**src/rtl/id_ex_stage_if.sv**
```systemverilog
// ALU opcode type and the decode/forwarding/execute bundle around the ID/EX stage.
// The stage owns the slave modport; the decode/execute environment owns master.
package enums_pkg;
    typedef enum logic [3:0] {
        ALU_ADD  = 4'd0,
        ALU_SUB  = 4'd1,
        ALU_SLL  = 4'd2,
        ALU_SLT  = 4'd3,
        ALU_SLTU = 4'd4,
        ALU_XOR  = 4'd5,
        ALU_SRL  = 4'd6,
        ALU_SRA  = 4'd7,
        ALU_OR   = 4'd8,
        ALU_AND  = 4'd9
    } ALUop;
endpackage

interface id_ex_if #(
    parameter int XLEN  = 64,
    parameter int CNT_W = 32
);
    import enums_pkg::*;

    logic             id_valid;
    logic             id_ready;
    logic [XLEN-1:0]  id_pc;
    logic [31:0]      id_instr;
    logic [4:0]       id_rs1;
    logic [4:0]       id_rs2;
    logic [4:0]       id_rd;
    logic [XLEN-1:0]  id_rs1_val;
    logic [XLEN-1:0]  id_rs2_val;
    logic [XLEN-1:0]  id_imm;
    logic             id_uses_rs1;
    logic             id_uses_rs2;
    logic             id_use_pc;
    logic             id_use_imm;
    ALUop             id_alu_op;
    logic             id_alu_32;
    logic             id_reg_write;
    logic             flush;

    logic             mem_fwd_valid;
    logic [4:0]       mem_fwd_rd;
    logic [XLEN-1:0]  mem_fwd_data;
    logic             mem_is_load;
    logic             wb_fwd_valid;
    logic [4:0]       wb_fwd_rd;
    logic [XLEN-1:0]  wb_fwd_data;

    logic             ex_ready;
    logic             ex_valid;
    logic [XLEN-1:0]  operand1;
    logic [XLEN-1:0]  operand2;
    ALUop             alu_op;
    logic             alu_32;
    logic [31:0]      instruction;
    logic [XLEN-1:0]  pc;
    logic [4:0]       ex_rd;
    logic             ex_reg_write;
    logic [XLEN-1:0]  ex_store_data;
    logic             load_use_stall;
    logic [CNT_W-1:0] stall_count;

    modport master (
        output id_valid, id_pc, id_instr, id_rs1, id_rs2, id_rd, id_rs1_val, id_rs2_val,
               id_imm, id_uses_rs1, id_uses_rs2, id_use_pc, id_use_imm, id_alu_op,
               id_alu_32, id_reg_write, flush,
               mem_fwd_valid, mem_fwd_rd, mem_fwd_data, mem_is_load,
               wb_fwd_valid, wb_fwd_rd, wb_fwd_data, ex_ready,
        input  id_ready, ex_valid, operand1, operand2, alu_op, alu_32, instruction, pc,
               ex_rd, ex_reg_write, ex_store_data, load_use_stall, stall_count
    );

    modport slave (
        input  id_valid, id_pc, id_instr, id_rs1, id_rs2, id_rd, id_rs1_val, id_rs2_val,
               id_imm, id_uses_rs1, id_uses_rs2, id_use_pc, id_use_imm, id_alu_op,
               id_alu_32, id_reg_write, flush,
               mem_fwd_valid, mem_fwd_rd, mem_fwd_data, mem_is_load,
               wb_fwd_valid, wb_fwd_rd, wb_fwd_data, ex_ready,
        output id_ready, ex_valid, operand1, operand2, alu_op, alu_32, instruction, pc,
               ex_rd, ex_reg_write, ex_store_data, load_use_stall, stall_count
    );
endinterface

```
**src/rtl/id_ex_stage.sv**
```systemverilog
// ID/EX pipeline register with MEM/WB operand forwarding, load-use hazard detection
// and writeback refresh of held source values while the instruction is stalled.
module id_ex_stage #(
    parameter int XLEN  = 64,
    parameter int CNT_W = 32
) (
    input  logic  clk,
    input  logic  reset_n,
    id_ex_if.slave bus
);
    import enums_pkg::*;

    logic             r_held;
    logic [XLEN-1:0]  r_pc;
    logic [31:0]      r_instr;
    logic [4:0]       r_rs1;
    logic [4:0]       r_rs2;
    logic [4:0]       r_rd;
    logic [XLEN-1:0]  r_rs1_val;
    logic [XLEN-1:0]  r_rs2_val;
    logic [XLEN-1:0]  r_imm;
    logic             r_uses_rs1;
    logic             r_uses_rs2;
    logic             r_use_pc;
    logic             r_use_imm;
    ALUop             r_alu_op;
    logic             r_alu_32;
    logic             r_reg_write;
    logic [CNT_W-1:0] r_stall_count;

    logic [XLEN-1:0]  w_fwd_rs1;
    logic [XLEN-1:0]  w_fwd_rs2;
    logic             w_load_use;
    logic             w_ex_valid;
    logic             w_fire;
    logic             w_id_ready;
    logic             w_accept;
    logic             w_wb_hit_rs1;
    logic             w_wb_hit_rs2;

    // A load in MEM has no data yet, so it never forwards; it raises the hazard instead.
    always_comb begin
        w_fwd_rs1 = r_rs1_val;
        if (r_rs1 == 5'd0)
            w_fwd_rs1 = '0;
        else if (bus.mem_fwd_valid && !bus.mem_is_load && (bus.mem_fwd_rd == r_rs1))
            w_fwd_rs1 = bus.mem_fwd_data;
        else if (bus.wb_fwd_valid && (bus.wb_fwd_rd == r_rs1))
            w_fwd_rs1 = bus.wb_fwd_data;
    end

    always_comb begin
        w_fwd_rs2 = r_rs2_val;
        if (r_rs2 == 5'd0)
            w_fwd_rs2 = '0;
        else if (bus.mem_fwd_valid && !bus.mem_is_load && (bus.mem_fwd_rd == r_rs2))
            w_fwd_rs2 = bus.mem_fwd_data;
        else if (bus.wb_fwd_valid && (bus.wb_fwd_rd == r_rs2))
            w_fwd_rs2 = bus.wb_fwd_data;
    end

    assign w_load_use = r_held && bus.mem_fwd_valid && bus.mem_is_load &&
                        (bus.mem_fwd_rd != 5'd0) &&
                        ((r_uses_rs1 && (bus.mem_fwd_rd == r_rs1)) ||
                         (r_uses_rs2 && (bus.mem_fwd_rd == r_rs2)));
    assign w_ex_valid = r_held && !w_load_use;
    assign w_fire     = w_ex_valid && bus.ex_ready;
    assign w_id_ready = !r_held || w_fire;
    assign w_accept   = bus.id_valid && w_id_ready && !bus.flush;

    assign w_wb_hit_rs1 = bus.wb_fwd_valid && (bus.wb_fwd_rd != 5'd0) && (bus.wb_fwd_rd == r_rs1);
    assign w_wb_hit_rs2 = bus.wb_fwd_valid && (bus.wb_fwd_rd != 5'd0) && (bus.wb_fwd_rd == r_rs2);

    always_ff @(posedge clk or negedge reset_n) begin
        if (!reset_n) begin
            r_held      <= 1'b0;
            r_pc        <= '0;
            r_instr     <= '0;
            r_rs1       <= '0;
            r_rs2       <= '0;
            r_rd        <= '0;
            r_rs1_val   <= '0;
            r_rs2_val   <= '0;
            r_imm       <= '0;
            r_uses_rs1  <= 1'b0;
            r_uses_rs2  <= 1'b0;
            r_use_pc    <= 1'b0;
            r_use_imm   <= 1'b0;
            r_alu_op    <= ALU_ADD;
            r_alu_32    <= 1'b0;
            r_reg_write <= 1'b0;
        end else if (bus.flush) begin
            r_held <= 1'b0;
        end else if (w_accept) begin
            r_held      <= 1'b1;
            r_pc        <= bus.id_pc;
            r_instr     <= bus.id_instr;
            r_rs1       <= bus.id_rs1;
            r_rs2       <= bus.id_rs2;
            r_rd        <= bus.id_rd;
            r_rs1_val   <= bus.id_rs1_val;
            r_rs2_val   <= bus.id_rs2_val;
            r_imm       <= bus.id_imm;
            r_uses_rs1  <= bus.id_uses_rs1;
            r_uses_rs2  <= bus.id_uses_rs2;
            r_use_pc    <= bus.id_use_pc;
            r_use_imm   <= bus.id_use_imm;
            r_alu_op    <= bus.id_alu_op;
            r_alu_32    <= bus.id_alu_32;
            r_reg_write <= bus.id_reg_write;
        end else if (w_fire) begin
            r_held <= 1'b0;
        end else if (r_held) begin
            // Capture retiring producers so the value survives after WB moves on.
            if (w_wb_hit_rs1)
                r_rs1_val <= bus.wb_fwd_data;
            if (w_wb_hit_rs2)
                r_rs2_val <= bus.wb_fwd_data;
        end
    end

    always_ff @(posedge clk or negedge reset_n) begin
        if (!reset_n)
            r_stall_count <= '0;
        else if (r_held && !w_fire && !bus.flush && (r_stall_count != {CNT_W{1'b1}}))
            r_stall_count <= r_stall_count + CNT_W'(1);
    end

    assign bus.id_ready       = w_id_ready;
    assign bus.ex_valid       = w_ex_valid;
    assign bus.load_use_stall = w_load_use;
    assign bus.operand1       = r_use_pc  ? r_pc  : w_fwd_rs1;
    assign bus.operand2       = r_use_imm ? r_imm : w_fwd_rs2;
    assign bus.ex_store_data  = w_fwd_rs2;
    assign bus.alu_op         = r_alu_op;
    assign bus.alu_32         = r_alu_32;
    assign bus.instruction    = r_instr;
    assign bus.pc             = r_pc;
    assign bus.ex_rd          = r_rd;
    assign bus.ex_reg_write   = r_reg_write;
    assign bus.stall_count    = r_stall_count;

endmodule

```
**src/flat_wrapper.sv**
```systemverilog
// flat-port wrapper written by rule: the top's interface ports become plain ports
module id_ex_stage_flat import enums_pkg::*;
#(
    parameter int XLEN  = 64,
    parameter int CNT_W = 32
)
  (clk, reset_n, bus_id_valid, bus_id_pc, bus_id_instr, bus_id_rs1, bus_id_rs2, bus_id_rd, bus_id_rs1_val, bus_id_rs2_val, bus_id_imm, bus_id_uses_rs1, bus_id_uses_rs2, bus_id_use_pc, bus_id_use_imm, bus_id_alu_op, bus_id_alu_32, bus_id_reg_write, bus_flush, bus_mem_fwd_valid, bus_mem_fwd_rd, bus_mem_fwd_data, bus_mem_is_load, bus_wb_fwd_valid, bus_wb_fwd_rd, bus_wb_fwd_data, bus_ex_ready, bus_id_ready, bus_ex_valid, bus_operand1, bus_operand2, bus_alu_op, bus_alu_32, bus_instruction, bus_pc, bus_ex_rd, bus_ex_reg_write, bus_ex_store_data, bus_load_use_stall, bus_stall_count);
  id_ex_if #(.XLEN(XLEN), .CNT_W(CNT_W)) bus_i ();
  input  logic clk;
  input  logic reset_n;
  input wire logic [$bits(bus_i.id_valid)-1:0] bus_id_valid;
  input wire logic [$bits(bus_i.id_pc)-1:0] bus_id_pc;
  input wire logic [$bits(bus_i.id_instr)-1:0] bus_id_instr;
  input wire logic [$bits(bus_i.id_rs1)-1:0] bus_id_rs1;
  input wire logic [$bits(bus_i.id_rs2)-1:0] bus_id_rs2;
  input wire logic [$bits(bus_i.id_rd)-1:0] bus_id_rd;
  input wire logic [$bits(bus_i.id_rs1_val)-1:0] bus_id_rs1_val;
  input wire logic [$bits(bus_i.id_rs2_val)-1:0] bus_id_rs2_val;
  input wire logic [$bits(bus_i.id_imm)-1:0] bus_id_imm;
  input wire logic [$bits(bus_i.id_uses_rs1)-1:0] bus_id_uses_rs1;
  input wire logic [$bits(bus_i.id_uses_rs2)-1:0] bus_id_uses_rs2;
  input wire logic [$bits(bus_i.id_use_pc)-1:0] bus_id_use_pc;
  input wire logic [$bits(bus_i.id_use_imm)-1:0] bus_id_use_imm;
  input wire logic [$bits(bus_i.id_alu_op)-1:0] bus_id_alu_op;
  input wire logic [$bits(bus_i.id_alu_32)-1:0] bus_id_alu_32;
  input wire logic [$bits(bus_i.id_reg_write)-1:0] bus_id_reg_write;
  input wire logic [$bits(bus_i.flush)-1:0] bus_flush;
  input wire logic [$bits(bus_i.mem_fwd_valid)-1:0] bus_mem_fwd_valid;
  input wire logic [$bits(bus_i.mem_fwd_rd)-1:0] bus_mem_fwd_rd;
  input wire logic [$bits(bus_i.mem_fwd_data)-1:0] bus_mem_fwd_data;
  input wire logic [$bits(bus_i.mem_is_load)-1:0] bus_mem_is_load;
  input wire logic [$bits(bus_i.wb_fwd_valid)-1:0] bus_wb_fwd_valid;
  input wire logic [$bits(bus_i.wb_fwd_rd)-1:0] bus_wb_fwd_rd;
  input wire logic [$bits(bus_i.wb_fwd_data)-1:0] bus_wb_fwd_data;
  input wire logic [$bits(bus_i.ex_ready)-1:0] bus_ex_ready;
  output wire logic [$bits(bus_i.id_ready)-1:0] bus_id_ready;
  output wire logic [$bits(bus_i.ex_valid)-1:0] bus_ex_valid;
  output wire logic [$bits(bus_i.operand1)-1:0] bus_operand1;
  output wire logic [$bits(bus_i.operand2)-1:0] bus_operand2;
  output wire logic [$bits(bus_i.alu_op)-1:0] bus_alu_op;
  output wire logic [$bits(bus_i.alu_32)-1:0] bus_alu_32;
  output wire logic [$bits(bus_i.instruction)-1:0] bus_instruction;
  output wire logic [$bits(bus_i.pc)-1:0] bus_pc;
  output wire logic [$bits(bus_i.ex_rd)-1:0] bus_ex_rd;
  output wire logic [$bits(bus_i.ex_reg_write)-1:0] bus_ex_reg_write;
  output wire logic [$bits(bus_i.ex_store_data)-1:0] bus_ex_store_data;
  output wire logic [$bits(bus_i.load_use_stall)-1:0] bus_load_use_stall;
  output wire logic [$bits(bus_i.stall_count)-1:0] bus_stall_count;
  assign bus_i.id_valid = bus_id_valid;
  assign bus_i.id_pc = bus_id_pc;
  assign bus_i.id_instr = bus_id_instr;
  assign bus_i.id_rs1 = bus_id_rs1;
  assign bus_i.id_rs2 = bus_id_rs2;
  assign bus_i.id_rd = bus_id_rd;
  assign bus_i.id_rs1_val = bus_id_rs1_val;
  assign bus_i.id_rs2_val = bus_id_rs2_val;
  assign bus_i.id_imm = bus_id_imm;
  assign bus_i.id_uses_rs1 = bus_id_uses_rs1;
  assign bus_i.id_uses_rs2 = bus_id_uses_rs2;
  assign bus_i.id_use_pc = bus_id_use_pc;
  assign bus_i.id_use_imm = bus_id_use_imm;
  assign bus_i.id_alu_op = bus_id_alu_op;
  assign bus_i.id_alu_32 = bus_id_alu_32;
  assign bus_i.id_reg_write = bus_id_reg_write;
  assign bus_i.flush = bus_flush;
  assign bus_i.mem_fwd_valid = bus_mem_fwd_valid;
  assign bus_i.mem_fwd_rd = bus_mem_fwd_rd;
  assign bus_i.mem_fwd_data = bus_mem_fwd_data;
  assign bus_i.mem_is_load = bus_mem_is_load;
  assign bus_i.wb_fwd_valid = bus_wb_fwd_valid;
  assign bus_i.wb_fwd_rd = bus_wb_fwd_rd;
  assign bus_i.wb_fwd_data = bus_wb_fwd_data;
  assign bus_i.ex_ready = bus_ex_ready;
  assign bus_id_ready = bus_i.id_ready;
  assign bus_ex_valid = bus_i.ex_valid;
  assign bus_operand1 = bus_i.operand1;
  assign bus_operand2 = bus_i.operand2;
  assign bus_alu_op = bus_i.alu_op;
  assign bus_alu_32 = bus_i.alu_32;
  assign bus_instruction = bus_i.instruction;
  assign bus_pc = bus_i.pc;
  assign bus_ex_rd = bus_i.ex_rd;
  assign bus_ex_reg_write = bus_i.ex_reg_write;
  assign bus_ex_store_data = bus_i.ex_store_data;
  assign bus_load_use_stall = bus_i.load_use_stall;
  assign bus_stall_count = bus_i.stall_count;
  id_ex_stage #(.XLEN(XLEN), .CNT_W(CNT_W)) u_core (.clk(clk), .reset_n(reset_n), .bus(bus_i));
endmodule
```
**config.mk**
```make
export PLATFORM = sky130hd
export DESIGN_NAME = id_ex_stage_flat
export DESIGN_NICKNAME = d
export VERILOG_FILES = /design/src/rtl/id_ex_stage_if.sv /design/src/rtl/id_ex_stage.sv /design/src/flat_wrapper.sv
export SDC_FILE = /design/constraint.sdc
export NUM_CORES = 1
export LEC_CHECK = 0
export BUFFER_PORTS_ARGS = -buffer_cell sky130_fd_sc_hd__buf_4
export CAP_MARGIN = 15
export CELL_PAD_IN_SITES_DETAIL_PLACEMENT = 1
export CELL_PAD_IN_SITES_GLOBAL_PLACEMENT = 1
export CORE_AREA = 2 2 310 312
export DETAILED_ROUTE_END_ITERATION = 8
export DIE_AREA = 0 0 312 314
export GPL_TIMING_DRIVEN = 0
export PLACE_DENSITY = 0.64
export RECOVER_POWER = 100
export SLEW_MARGIN = 20
export SYNTH_ARGS = -nofsm -noshare
export SYNTH_HDL_FRONTEND = slang
export SYNTH_SLANG_ARGS = --single-unit
```
**constraint.sdc**
```tcl
create_clock -name clk -period 2.6 [get_ports clk]
set_input_delay 0.26 -clock clk [delete_from_list [all_inputs] [get_ports clk]]
set_output_delay 0.26 -clock clk [all_outputs]
set_load 0.005 [all_outputs]
```
==> results of run 1 <==
[kinds of logic after synthesis]
group / after synthesis / share of synthesized area [%]
flops: 346 / 46.3
simple gates: 1244 / 26.0
buf+inv: 180 / 4.44
compound gates: 444 / 13.9
mux: 129 / 6.91
xor+xnor: 51 / 2.39
fa+ha+maj: 1 / 0.0669
[flip-flops by register name, summed over array words and instances, names as in the netlist]
| signal | count |
|---|---|
| u_core.bus.pc | 64 |
| u_core.r_imm | 64 |
| u_core.r_rs1_val | 64 |
| u_core.r_rs2_val | 64 |
| u_core.bus.instruction | 32 |
| u_core.bus.stall_count | 32 |
| u_core.bus.ex_rd | 5 |
| u_core.r_rs1 | 5 |
| u_core.r_rs2 | 5 |
| u_core.bus.alu_op | 4 |
| u_core.bus.alu_32 | 1 |
| u_core.bus.ex_reg_write | 1 |
| u_core.r_held | 1 |
| u_core.r_use_imm | 1 |
| u_core.r_use_pc | 1 |
| u_core.r_uses_rs1 | 1 |
| u_core.r_uses_rs2 | 1 |
[layout make-up]
cell class / instances / area share (%)
Buffer: 173 / 4.74
Sequential cell: 346 / 25.1
Clock inverter: 16 / 0.554
Tap cell: 1265 / 4.58
Inverter: 2 / 0.0217
Clock buffer: 72 / 4.06
Timing Repair Buffer: 1234 / 30.7
Multi-Input combinational cell: 1869 / 30.1
Antenna cell: 15 / 0.109
[per-stage QoR]
| step | power [mW] | setup TNS (ps) | util [%] | instances |
|---|---|---|---|---|
| after global placement | 13.0 | -1255400 | 27.8 | 4451 |
| after global routing | 22.6 | -169880 | 36.6 | 4989 |
| after CTS | 21.5 | -96840 | 35.8 | 4960 |
| after floorplan | 9.25 | 0 | - | 2395 |
| after detailed placement | 13.2 | -175350 | 28.0 | 4459 |
| final | 21.6 | -99140 | 36.6 | 4992 |
[power by group]
group          internal [mW]  switching, mW
sequential              6.23          0.685
clock                   4.04           2.93
combinational           3.93           3.83
[metal layers]
metal | up-vias | global-route usage [%] | wire length, um
met4 | 4 | 8.83 | 4830
met3 | 212 | 4.18 | 7070
met2 | 813 | 44.2 | 63500
met1 | 11550 | 28.7 | 49700
li1 | 10524 | - | -
met5 | - | 0 | 22
[final timing paths]
check                           slack, ps  depth (start not counted)                    to             start
worst max register to register       -110                         12  u_core.r_rs1_val[37]   u_core.r_rs2[3]
worst max-delay path                 -610                         10      bus_operand2[39]   u_core.r_rs2[3]
worst min register to register        470                          2      u_core.r_imm[19]  u_core.r_imm[19]
min in group asynchronous             490                          2   u_core.r_rs2_val[1]           reset_n
max in group asynchronous             100                          4       u_core.r_rs2[1]           reset_n
worst min-delay path                  180                          2         u_core.r_held         bus_flush
[cells in the final DEF, fill, tap and decap left out, types with 10 or more instances in the layout]
| cell | instances |
|---|---|
| sky130_fd_sc_hd__nand3_1 | 21 |
| sky130_fd_sc_hd__o21ai_2 | 68 |
| sky130_fd_sc_hd__diode_2 | 15 |
| sky130_fd_sc_hd__clkbuf_4 | 109 |
| sky130_fd_sc_hd__clkbuf_1 | 85 |
| sky130_fd_sc_hd__clkbuf_2 | 24 |
| sky130_fd_sc_hd__a31oi_1 | 76 |
| sky130_fd_sc_hd__a22o_1 | 63 |
| sky130_fd_sc_hd__buf_2 | 35 |
| sky130_fd_sc_hd__buf_6 | 51 |
| sky130_fd_sc_hd__a21oi_1 | 130 |
| sky130_fd_sc_hd__dlygate4sd3_1 | 379 |
| sky130_fd_sc_hd__xnor2_1 | 32 |
| sky130_fd_sc_hd__clkbuf_16 | 62 |
| sky130_fd_sc_hd__xor2_1 | 14 |
| sky130_fd_sc_hd__clkbuf_8 | 20 |
| sky130_fd_sc_hd__nor2_2 | 28 |
| sky130_fd_sc_hd__nand2_1 | 898 |
| sky130_fd_sc_hd__buf_4 | 660 |
| sky130_fd_sc_hd__buf_12 | 35 |
| sky130_fd_sc_hd__o21ai_4 | 12 |
| sky130_fd_sc_hd__mux2i_4 | 30 |
| sky130_fd_sc_hd__and3_1 | 13 |
| sky130_fd_sc_hd__dfrtp_1 | 339 |
| sky130_fd_sc_hd__nor2_1 | 233 |
| sky130_fd_sc_hd__nand4_1 | 10 |
| sky130_fd_sc_hd__mux2i_2 | 11 |
| sky130_fd_sc_hd__o21ai_1 | 41 |
| sky130_fd_sc_hd__mux2i_1 | 87 |
| sky130_fd_sc_hd__a21oi_2 | 38 |
[timing repair]
| action | 4_1_cts | 5_1_grt |
|---|---|---|
| cloned | 13 | 10 |
| pin swaps | 62 | 48 |
| hold endpoints to repair | 405 | 0 |
| endpoints found under the setup margin | 505 | 521 |
| hold buffers | 379 | 0 |
| gates resized for setup | 487 | 283 |
| setup buffers | 22 | 18 |
[worst max-delay path: stages (launching register included)]
cell and delay [ps]:
sky130_fd_sc_hd__dfrtp_1 410, sky130_fd_sc_hd__xor2_1 160, sky130_fd_sc_hd__nor4_1 310, sky130_fd_sc_hd__and3_4 290, sky130_fd_sc_hd__buf_12 190, sky130_fd_sc_hd__buf_12 160, sky130_fd_sc_hd__mux2i_1 280, sky130_fd_sc_hd__nand2_1 120
sky130_fd_sc_hd__o21ai_2 100, sky130_fd_sc_hd__o21ai_1 90, sky130_fd_sc_hd__buf_4 140
==> impl_summary.txt, run 1 <==
----------------------------------------------------
[Timing]
  Clock skew ... a little under 50 ps
  Share of the clock period used by the worst path ... 124%
  Number of max-slew violations in the final report ... 0
  Achievable Freq ... between 300 and 400 MHz
  Final critical-path setup slack ... -612 ps
  Period minus WS final ... 3210 ps
  Slew HR ... 14.4%
  Hold_ws ... between 150 and 200 ps
  Hold Fails Final Rpt ... 0
  Slew of the pin with the lowest slew margin ... 1280 ps
  RSZ-0062 raised after global routing ... yes
  Total setup violations reported at the end of the flow ... about 400

[Yosys]
  Synth Net Count ... approximately 2900
  Count of flip-flops with a built-in enable after synthesis ... 0
  Most used flip-flop cell after synthesis ... sky130_fd_sc_hd__dfrtp_1
  Mean instance size in the synthesized netlist ... between 7 and 8 um2
  Most instantiated cells after synthesis ... 902 x sky130_fd_sc_hd__nand2_1, 346 x sky130_fd_sc_hd__dfrtp_1, 268 x sky130_fd_sc_hd__nor2_1, 171 x sky130_fd_sc_hd__a21oi_1
  Sequential-to-total area share from yosys stat ... a little under half
  Cell area after synthesis ... approximately 19000 um2
  Synth unique cells ... 42
  Syn. warnings ... 0
  Share of the synthesized area in the top cell type ... between 40% and 50%
  Synth Register Bits ... 346
  Top area cells in the synthesized netlist ... sky130_fd_sc_hd__dfrtp_1 46%, sky130_fd_sc_hd__nand2_1 18%, sky130_fd_sc_hd__mux2i_1 6.8%
  Number of cells produced by synthesis ... approximately 2400
  Largest area contributor in the synthesized netlist ... sky130_fd_sc_hd__dfrtp_1
  Fraction of registers with async set/reset ... 100%
  Most common cell in the synthesized netlist ... sky130_fd_sc_hd__nand2_1

[Clock network]
  Num CTS Buffers ... slightly below 50
  Root buffer selected by CTS ... sky130_fd_sc_hd__clkbuf_16
  CTS tree ... yes
  Clock-pin slew on the worst setup and hold paths ... 70 ps
  Skew-Pair Late Insertion Delay ... about 650 ps
  Max clock buf depth ... 3
  H-tree levels ... 2
  Number of sinks driven by the clock tree ... roughly 350

[Die]
  Chip Width ... approximately 310 um
  Die extent in y ... around 310 um
  Starting Density ... 19.8%
  IO Pins ... a little under 800
  Core area ... 94400 um2
  Die Footprint ... 98000 um2
  Row count ... about 110

[Place]
  Total placed instance area ... approximately 26000 um2
  Placer's final routability congestion estimate ... ~0.9
  Setup Slack @ Placement ... -1030 ps
  Count of input and output buffers ... about 790
  Detailed-placement wirelength estimate ... 90.1 mm

[Pwr]
  Reported leakage power ... 16.0 nW
  Maximum VDD drop ... around 510 uV
  Pwr Density ... 626 nW/um2

[Global route]
  Maximum number of pins on one net before global-route repair ... 87
  Aggregate global routing overflow ... 0
  Number of antenna violations at the first check in global routing ... 22
  Wire length of the first global-routing pass ... between 150 and 200 mm
  GRT Overall Usage ... 24.4%
  Via count of the first global-routing pass ... about 25000

[Hold path]
  Min-delay worst type ... in -> reg

[Finish]
  Layout Cell Area excl Fill ... between 30000 and 40000 um2
  Footprint of the multi-input gates ... between 10000 and 15000 um2
  Layout cells sized above 1 ... 33.9%
  P&R area growth vs syn ... 84.8%
  Sequential cell area ... between 8000 and 9000 um2
  Net count reported at finish ... roughly 4100
  Fill cell count ... roughly 11000

[Setup path]
  Critical Path RT ... 2340 ps
  CP Class ... reg -> out
  Worst EP arrival ... between 2000 and 3000 ps
  Largest fanout on the critical path ... 9
  Kind of end point of the critical path ... output port
  Kind of start point of the critical path ... flop

[Routing]
  Detailed router's first-iteration violation count ... around 1100
  Vias ... around 23000
  Final routed wire length divided by cell count ... 25.1 um
  DRC violation count after routing ... 0
  Vias per cell ... around 4.6
  Aggregate routed wire length ... between 100 and 150 mm
  Length of the first detailed-routing pass in iterations ... 5
  Remaining antenna violation count ... 0

[Status]
  Failing checks ... negative setup slack
  Run status ... finished with violations

[Job]
  MaxCap Viol Count ... 0

----------------------------------------------------
Note: power is estimated with default switching activity, not from simulation.
==> inputs of run 2 (changes only) <==
- ABC_AREA: default -> 1
- CORE_AREA: 2 2 310 312 -> 2 2 307 309
- DIE_AREA: 0 0 312 314 -> 0 0 309 311
- PLACE_DENSITY: 0.64 -> 0.69
==> run 2 against run 1 <==
The flow still finishes with violations (negative setup slack); sequential share of layout area down 1.1 points; via count is 20% higher; critical path depth is the same; clock skew down 11 ps; die area is 1.9% lower; synthesized area increased by 10%; wire length up 11%.
==> impl_summary.txt, run 2 <==
----------------------------------------------------
[Yosys]
  Most used flip-flop cell after synthesis ... sky130_fd_sc_hd__dfrtp_1
  Largest area contributor in the synthesized netlist ... sky130_fd_sc_hd__dfrtp_1
  Syn. warnings ... 0
  Top area cells in the synthesized netlist ... sky130_fd_sc_hd__dfrtp_1 42%, sky130_fd_sc_hd__nand2_1 25%, sky130_fd_sc_hd__nand3_1 9.1%
  Most common cell in the synthesized netlist ... sky130_fd_sc_hd__nand2_1
  Cell area after synthesis ... roughly 21000 um2
  Share of the synthesized area in the top cell type ... 41.9%
  Synth unique cells ... 31
  Number of cells produced by synthesis ... 3100
  Mean instance size in the synthesized netlist ... 6.67 um2
  Fraction of registers with async set/reset ... 100%
  Count of flip-flops with a built-in enable after synthesis ... 0
  Synth Net Count ... approximately 3600
  Most instantiated cells after synthesis ... 1375 x sky130_fd_sc_hd__nand2_1, 377 x sky130_fd_sc_hd__nand3_1, 346 x sky130_fd_sc_hd__dfrtp_1, 242 x sky130_fd_sc_hd__o21ai_0, 235 x sky130_fd_sc_hd__inv_1
  Synth Register Bits ... about 350
  Sequential-to-total area share from yosys stat ... about two fifths

[Hold path]
  Min-delay worst type ... in -> reg

[Global route]
  Number of antenna violations at the first check in global routing ... 21
  Grt peak-use layer ... met2
  Maximum number of pins on one net before global-route repair ... 83
  Via count of the first global-routing pass ... a little under 30000
  Global-route met3 utilization ... 5.09%
  Global-route track usage on met1 ... around a third
  Aggregate global routing overflow ... 0
  GRT Overall Usage ... 27.3%
  Wire length of the first global-routing pass ... slightly below 200 mm
  M2 GR Usage ... a little under half

[Timing]
  Hold_ws ... roughly 34 ps
  Achievable Freq ... roughly 310 MHz
  Slew of the pin with the lowest slew margin ... 1430 ps
  Slew HR ... under 10%
  Final critical-path setup slack ... -664 ps
  Clock skew ... a little under 40 ps
  Share of the clock period used by the worst path ... 126%
  Number of max-slew violations in the final report ... 0
  Period minus WS final ... around 3300 ps
  Total setup violations reported at the end of the flow ... around 610
  RSZ-0062 raised after global routing ... yes
  Hold Fails Final Rpt ... 0

[Place]
  Placer's final routability congestion estimate ... 0.914
  Detailed-placement wirelength estimate ... 101 mm
  Count of input and output buffers ... 792
  Placed cell count ... ~5200

[Job]
  MaxCap Viol Count ... 0

[Clock network]
  Max clock buf depth ... 3
  Num CTS Buffers ... slightly below 50
  H-tree levels ... 2
  Number of sinks driven by the clock tree ... around 350
  CTS tree ... yes
  Clock-pin slew on the worst setup and hold paths ... around 70 ps
  Skew-Pair Late Insertion Delay ... between 600 and 700 ps
  Root buffer selected by CTS ... sky130_fd_sc_hd__clkbuf_16

[Routing]
  Detailed router's first-iteration violation count ... 2007
  Vias ... 27617
  Vias per cell ... 4.86
  Length of the first detailed-routing pass in iterations ... 5
  Aggregate routed wire length ... 139 mm
  Final routed wire length divided by cell count ... between 20 and 25 um
  DRC violation count after routing ... 0
  Remaining antenna violation count ... 0

[Setup path]
  Largest fanout on the critical path ... 10
  Worst EP arrival ... ~3000 ps
  Startpoint of the worst setup timing path ... u_core.r_rs2[0]
  Worst setup slack for register-to-register paths ... -620 ps
  CP Class ... reg -> out
  Launch point of the worst reg-to-reg path ... u_core.r_rs1[0]
  CP endpoint ... bus_operand2[36]
  Critical Path RT ... between 2000 and 2500 ps
  Depth of the most critical reg-to-reg path ... 15
  Critical R2R Capture ... u_core.r_rs2_val[1]
  Kind of start point of the critical path ... flop
  Kind of end point of the critical path ... output port

[Finish]
  Net count reported at finish ... between 4000 and 5000
  P&R area growth vs syn ... 75.2%
  Layout cells sized above 1 ... roughly 29%
  Most frequent cells in the layout ... 1363 x sky130_fd_sc_hd__nand2_1, 704 x sky130_fd_sc_hd__buf_4, 368 x sky130_fd_sc_hd__nand3_1, 356 x sky130_fd_sc_hd__dlygate4sd3_1, 345 x sky130_fd_sc_hd__dfrtp_1
  Core occupancy in the finished layout ... about two fifths
  Leading cell type in the layout, fill and taps excluded ... sky130_fd_sc_hd__nand2_1
  Non-filler instance count after layout ... roughly 5700

[Die]
  Die extent in y ... between 300 and 400 um
  Row count ... ~110
  Starting Density ... between 20 and 25%
  Chip Width ... 309 um
  Die Footprint ... a little under 100000 um2
  IO Pins ... roughly 800
  Core area ... 92800 um2

[Pwr]
  Power Total ... approximately 24 mW
  Reported leakage power ... 18.8 nW
  Pwr Density ... around 670 nW/um2
  Maximum VDD drop ... approximately 500 uV

[Status]
  Failing checks ... negative setup slack
  Run status ... finished with violations

----------------------------------------------------
[run 2: timing repair]
action                                 in CTS  in global routing
setup buffers                              28                 36
pin swaps                                  31                 94
resized for setup                         245                443
hold buffers                              356                  0
setup endpoints to repair                 475                538
gates cloned                                1                  7
endpoints found under the hold margin     356                  0
[run 2: where the power goes]
part	total (mW)	leakage (nW)	internal (mW)	switching [mW]
combinational	9.62	13.7	4.35	5.27
clock	7.19	0.831	4.28	2.90
sequential	7.55	4.26	6.55	1.01
[run 2: cell type report]
cell class	count	area, um2
fillers	11422	56600
multi-input cells	2300	11400
repair buffers	1228	10400
flip-flops and latches	346	8660
plain buffers	212	1610
well taps	1254	1570
clock buffers	71	1460
inverters	240	920
clock inverters	18	225
diodes	10	25.0
[run 2: worst min-delay path by stage]
stage | cells past startpoint | slack (ps) | start | to
floorplan | 0 | -40 | reset_n | u_core.bus.alu_32
global placement | 2 | 450 | u_core.r_imm[19] | u_core.r_imm[19]
detailed placement | 1 | 210 | reset_n | u_core.r_imm[35]
CTS | 5 | 0.3 | bus_id_rs2_val[44] | u_core.r_rs2_val[44]
global route | 3 | 20 | bus_id_instr[1] | u_core.bus.instruction[1]
finish | 5 | 30 | bus_id_rs2_val[25] | u_core.r_rs2_val[25]
[run 2: metrics by stage]
step	area (um2)	setup WS [ps]	setup TNS, ps
3_5_place_dp	28400	-618	-81850
2_1_floorplan	20700	622	0
4_1_cts	34600	-587	-128060
6_report	36200	-664	-218710
5_1_grt	36200	-768	-345150
3_3_place_gp	28200	-2720	-1148200
[run 2: cells by family after synthesis]
family / count (synthesis) / synth area share, %
buffers and inverters: 454 / 9.00
AND/OR/NAND/NOR: 1845 / 36.5
AO/OA/AOI/OAI: 415 / 10.9
adder cells (fa/ha/maj): 1 / 0.0605
XOR/XNOR: 39 / 1.65
flip-flops: 346 / 41.9
[run 2: critical path, cell delays in order, from the launching register on]
cell	delay, ps
sky130_fd_sc_hd__dfrtp_1	410
sky130_fd_sc_hd__xnor2_1	150
sky130_fd_sc_hd__nand3_1	180
sky130_fd_sc_hd__nor4_4	370
sky130_fd_sc_hd__nand2_2	130
sky130_fd_sc_hd__clkbuf_16	220
sky130_fd_sc_hd__buf_8	160
sky130_fd_sc_hd__o211ai_1	340
sky130_fd_sc_hd__nand3_1	150
sky130_fd_sc_hd__nand2_1	140
sky130_fd_sc_hd__buf_4	120
[run 2: routing by layer]
metal / vias to the layer above / wire, um
li1: 12474 / -
met1: 13686 / 54600
met2: 1132 / 69000
met3: 317 / 8300
met4: 8 / 7150
met5: - / 54
==> inputs of run 3 (changes only) <==
- MAX_ROUTING_LAYER: default -> met4
- RECOVER_POWER: 100 -> 50
- TNS_END_PERCENT: default -> 100
==> run 3 against run 2 <==
Final cell count up 0.62%; the flow finishes with violations (max-capacitance violations, max-slew violations, negative setup slack); global-route usage is 1.4 points higher; worst hold slack improved by 0.80 ps; count of clock-buffer cells in the layout unchanged; first-iteration DRC count shrank 0.85%; via count up 0.34%; non-clock buffer count is 29 higher; clock power fell by 3.2%.
==> impl_summary.txt, run 3 (same netlist as run 2, synthesis figures left out) <==
----------------------------------------------------
[Timing]
  Clock skew ... approximately 33 ps
  Number of max-slew violations in the final report ... 72
  Slew of the pin with the lowest slew margin ... ~2200 ps
  Achievable Freq ... ~310 MHz
  RSZ-0062 raised after global routing ... yes
  Hold Fails Final Rpt ... 0
  Final critical-path setup slack ... -597 ps
  Total setup violations reported at the end of the flow ... 342
  Slew HR ... -45.5%
  Period minus WS final ... 3200 ps
  Share of the clock period used by the worst path ... 123%

[Setup path]
  Kind of start point of the critical path ... flop
  Kind of end point of the critical path ... output port
  Largest fanout on the critical path ... 6
  Family with the most delay on the worst path ... simple AND/OR/NAND/NOR gates
  CP Class ... reg -> out
  Critical path cell sequence ... xor2_2 -> nor4_4 -> nand2_4 -> clkbuf_16 -> buf_12 -> clkbuf_16 -> o211ai_1 -> nand3_1 -> nand2_1 -> buf_4
  Worst EP arrival ... slightly below 3000 ps
  Cell repeated most along the worst path ... sky130_fd_sc_hd__clkbuf_16
  Crit path buf inv count ... 4
  Master of the slowest instance on the critical path ... sky130_fd_sc_hd__dfrtp_2
  Worst stage delay on the critical path ... 470 ps
  Critical Path RT ... ~2300 ps

[Place]
  Count of input and output buffers ... 792
  Detailed-placement wirelength estimate ... approximately 100 mm
  Placer's final routability congestion estimate ... approximately 0.94
  Total placed instance area ... around 28000 um2
  Setup Slack @ Placement ... -663 ps

[Clock network]
  Root buffer selected by CTS ... sky130_fd_sc_hd__clkbuf_16
  Num CTS Buffers ... 48
  Clock-pin slew on the worst setup and hold paths ... about 60 ps
  CTS tree ... yes
  Number of sinks driven by the clock tree ... 346
  Skew-Pair Late Insertion Delay ... ~630 ps
  H-tree levels ... 2
  Max clock buf depth ... 3

[Pwr]
  Proportion of power drawn by combinational gates ... about two fifths
  Fraction of power consumed by sequential logic ... 30.8%
  Cell Int Power ... 15.3 mW
  Pwr Density ... approximately 660 nW/um2
  Net switching share of the total power ... 37.9%
  Clock network power share ... 28.3%
  Maximum VDD drop ... 564 uV
  Reported leakage power ... 19.2 nW
  Sw power ... 9.32 mW

[Global route]
  M2 GR Usage ... between 40% and 50%
  Maximum number of pins on one net before global-route repair ... 83
  Grt peak-use layer ... met2
  Wire length of the first global-routing pass ... just under 200 mm
  Aggregate global routing overflow ... 0
  Global-route met3 utilization ... 4.88%
  GRT Overall Usage ... roughly 29%
  Number of antenna violations at the first check in global routing ... 27
  Via count of the first global-routing pass ... ~29000
  Global-route track usage on met1 ... between 30% and 40%

[Die]
  IO Pins ... between 700 and 800
  Starting Density ... between 20 and 25%
  Row count ... 112
  Die extent in y ... about 310 um
  Chip Width ... just over 300 um
  Die Footprint ... approximately 96000 um2
  Core area ... slightly above 90000 um2

[Status]
  Failing checks ... max-capacitance violations, max-slew violations, negative setup slack
  Run status ... finished with violations

[Routing]
  DRC violation count after routing ... 0
  Remaining antenna violation count ... 0
  Length of the first detailed-routing pass in iterations ... 5
  Vias per cell ... approximately 4.8
  Aggregate routed wire length ... about 140 mm
  Detailed router's first-iteration violation count ... 1990
  Final routed wire length divided by cell count ... around 25 um
  Vias ... ~28000

[Job]
  MaxCap Viol Count ... 1

[Finish]
  P&R area growth vs syn ... 81.2%
  Leading cell type in the layout, fill and taps excluded ... sky130_fd_sc_hd__nand2_1
  Layout Cell Area excl Fill ... roughly 37000 um2
  Most frequent cells in the layout ... 1341 x sky130_fd_sc_hd__nand2_1, 667 x sky130_fd_sc_hd__buf_4, 372 x sky130_fd_sc_hd__dlygate4sd3_1, 367 x sky130_fd_sc_hd__nand3_1, 343 x sky130_fd_sc_hd__dfrtp_1
  Net count reported at finish ... approximately 4900
  Layout cells sized above 1 ... between 30% and 40%
  Fill cell count ... 11374

[Hold path]
  Min-delay worst type ... in -> reg

----------------------------------------------------
## run 3: area by class of cell
| type | instances | area, um2 | area share [%] |
|---|---|---|---|
| diodes | 20 | 50.0 | 0.134 |
| multi-input cells | 2301 | 11700 | 31.4 |
| clock buffers | 71 | 1440 | 3.84 |
| inverters | 240 | 915 | 2.44 |
| flip-flops and latches | 346 | 8660 | 23.1 |
| clock inverters | 13 | 149 | 0.398 |
| repair buffers | 1262 | 11200 | 29.9 |
| well taps | 1254 | 1570 | 4.19 |
| plain buffers | 207 | 1730 | 4.62 |
## run 3: worst paths after layout
check,from,endpoint,slack [ps],cells after the start
setup / recovery,u_core.r_rs2[3],bus_operand2[16],-600,10
hold / removal,bus_id_rs2_val[37],u_core.r_rs2_val[37],30,5
setup reg to reg,u_core.r_rs2[3],u_core.r_rs2_val[19],80,14
hold reg to reg,u_core.bus.instruction[31],u_core.bus.instruction[31],470,2
max in group asynchronous,reset_n,u_core.r_rs2[4],-250,4
min in group asynchronous,reset_n,u_core.r_imm[31],850,2
## run 3: power groups by stage
stage          Sequential (mW)  Combinational [mW]  Clock [mW]
4_1_cts                   7.44                9.11        7.05
6_report                  7.59                10.1        6.96
3_5_place_dp              7.48                8.12           0
5_1_grt                   7.71                10.8        7.27
3_3_place_gp              7.46                7.93           0
2_1_floorplan             7.24                3.38           0
## run 3: through the flow
step / hold slack (ps) / setup TNS, ps / util [%] / std cells / power, mW
2_1_floorplan: -35.6 / 0 / - / 3100 / 10.6
5_1_grt: 16.0 / -182150 / 40.3 / 5709 / 25.8
3_5_place_dp: 298 / -87530 / 30.7 / 5154 / 15.6
6_report: 34.5 / -104350 / 40.4 / 5714 / 24.6
4_1_cts: 0.767 / -149890 / 38.1 / 5667 / 23.6
3_3_place_gp: 454 / -1143320 / 30.4 / 5146 / 15.4
## run 3: per-layer routing
metal  routed length (um)  vias up
met5                    0        -
met4                 6760        0
met3                 7850      293
met2                71700     1049
met1                56400    13826
li1                     -    12542
## run 3: repair_timing
item,4_1_cts,5_1_grt
buffers inserted,46,25
pin swaps,42,138
hold buffers,372,0
gates resized for setup,316,596
endpoints found under the setup margin,470,538
cloned,11,17
endpoints found under the hold margin,383,0
## run 3: worst register-to-register path, delay by kind of cell (launching register included)
kind | cells | cell delay [ps]
AOI/OAI and AO/OA | 1 | 200
DFF | 1 | 470
and+or+nand+nor | 4 | 540
buffers and inverters | 8 | 1070
xor gates and xnor gates | 1 | 180
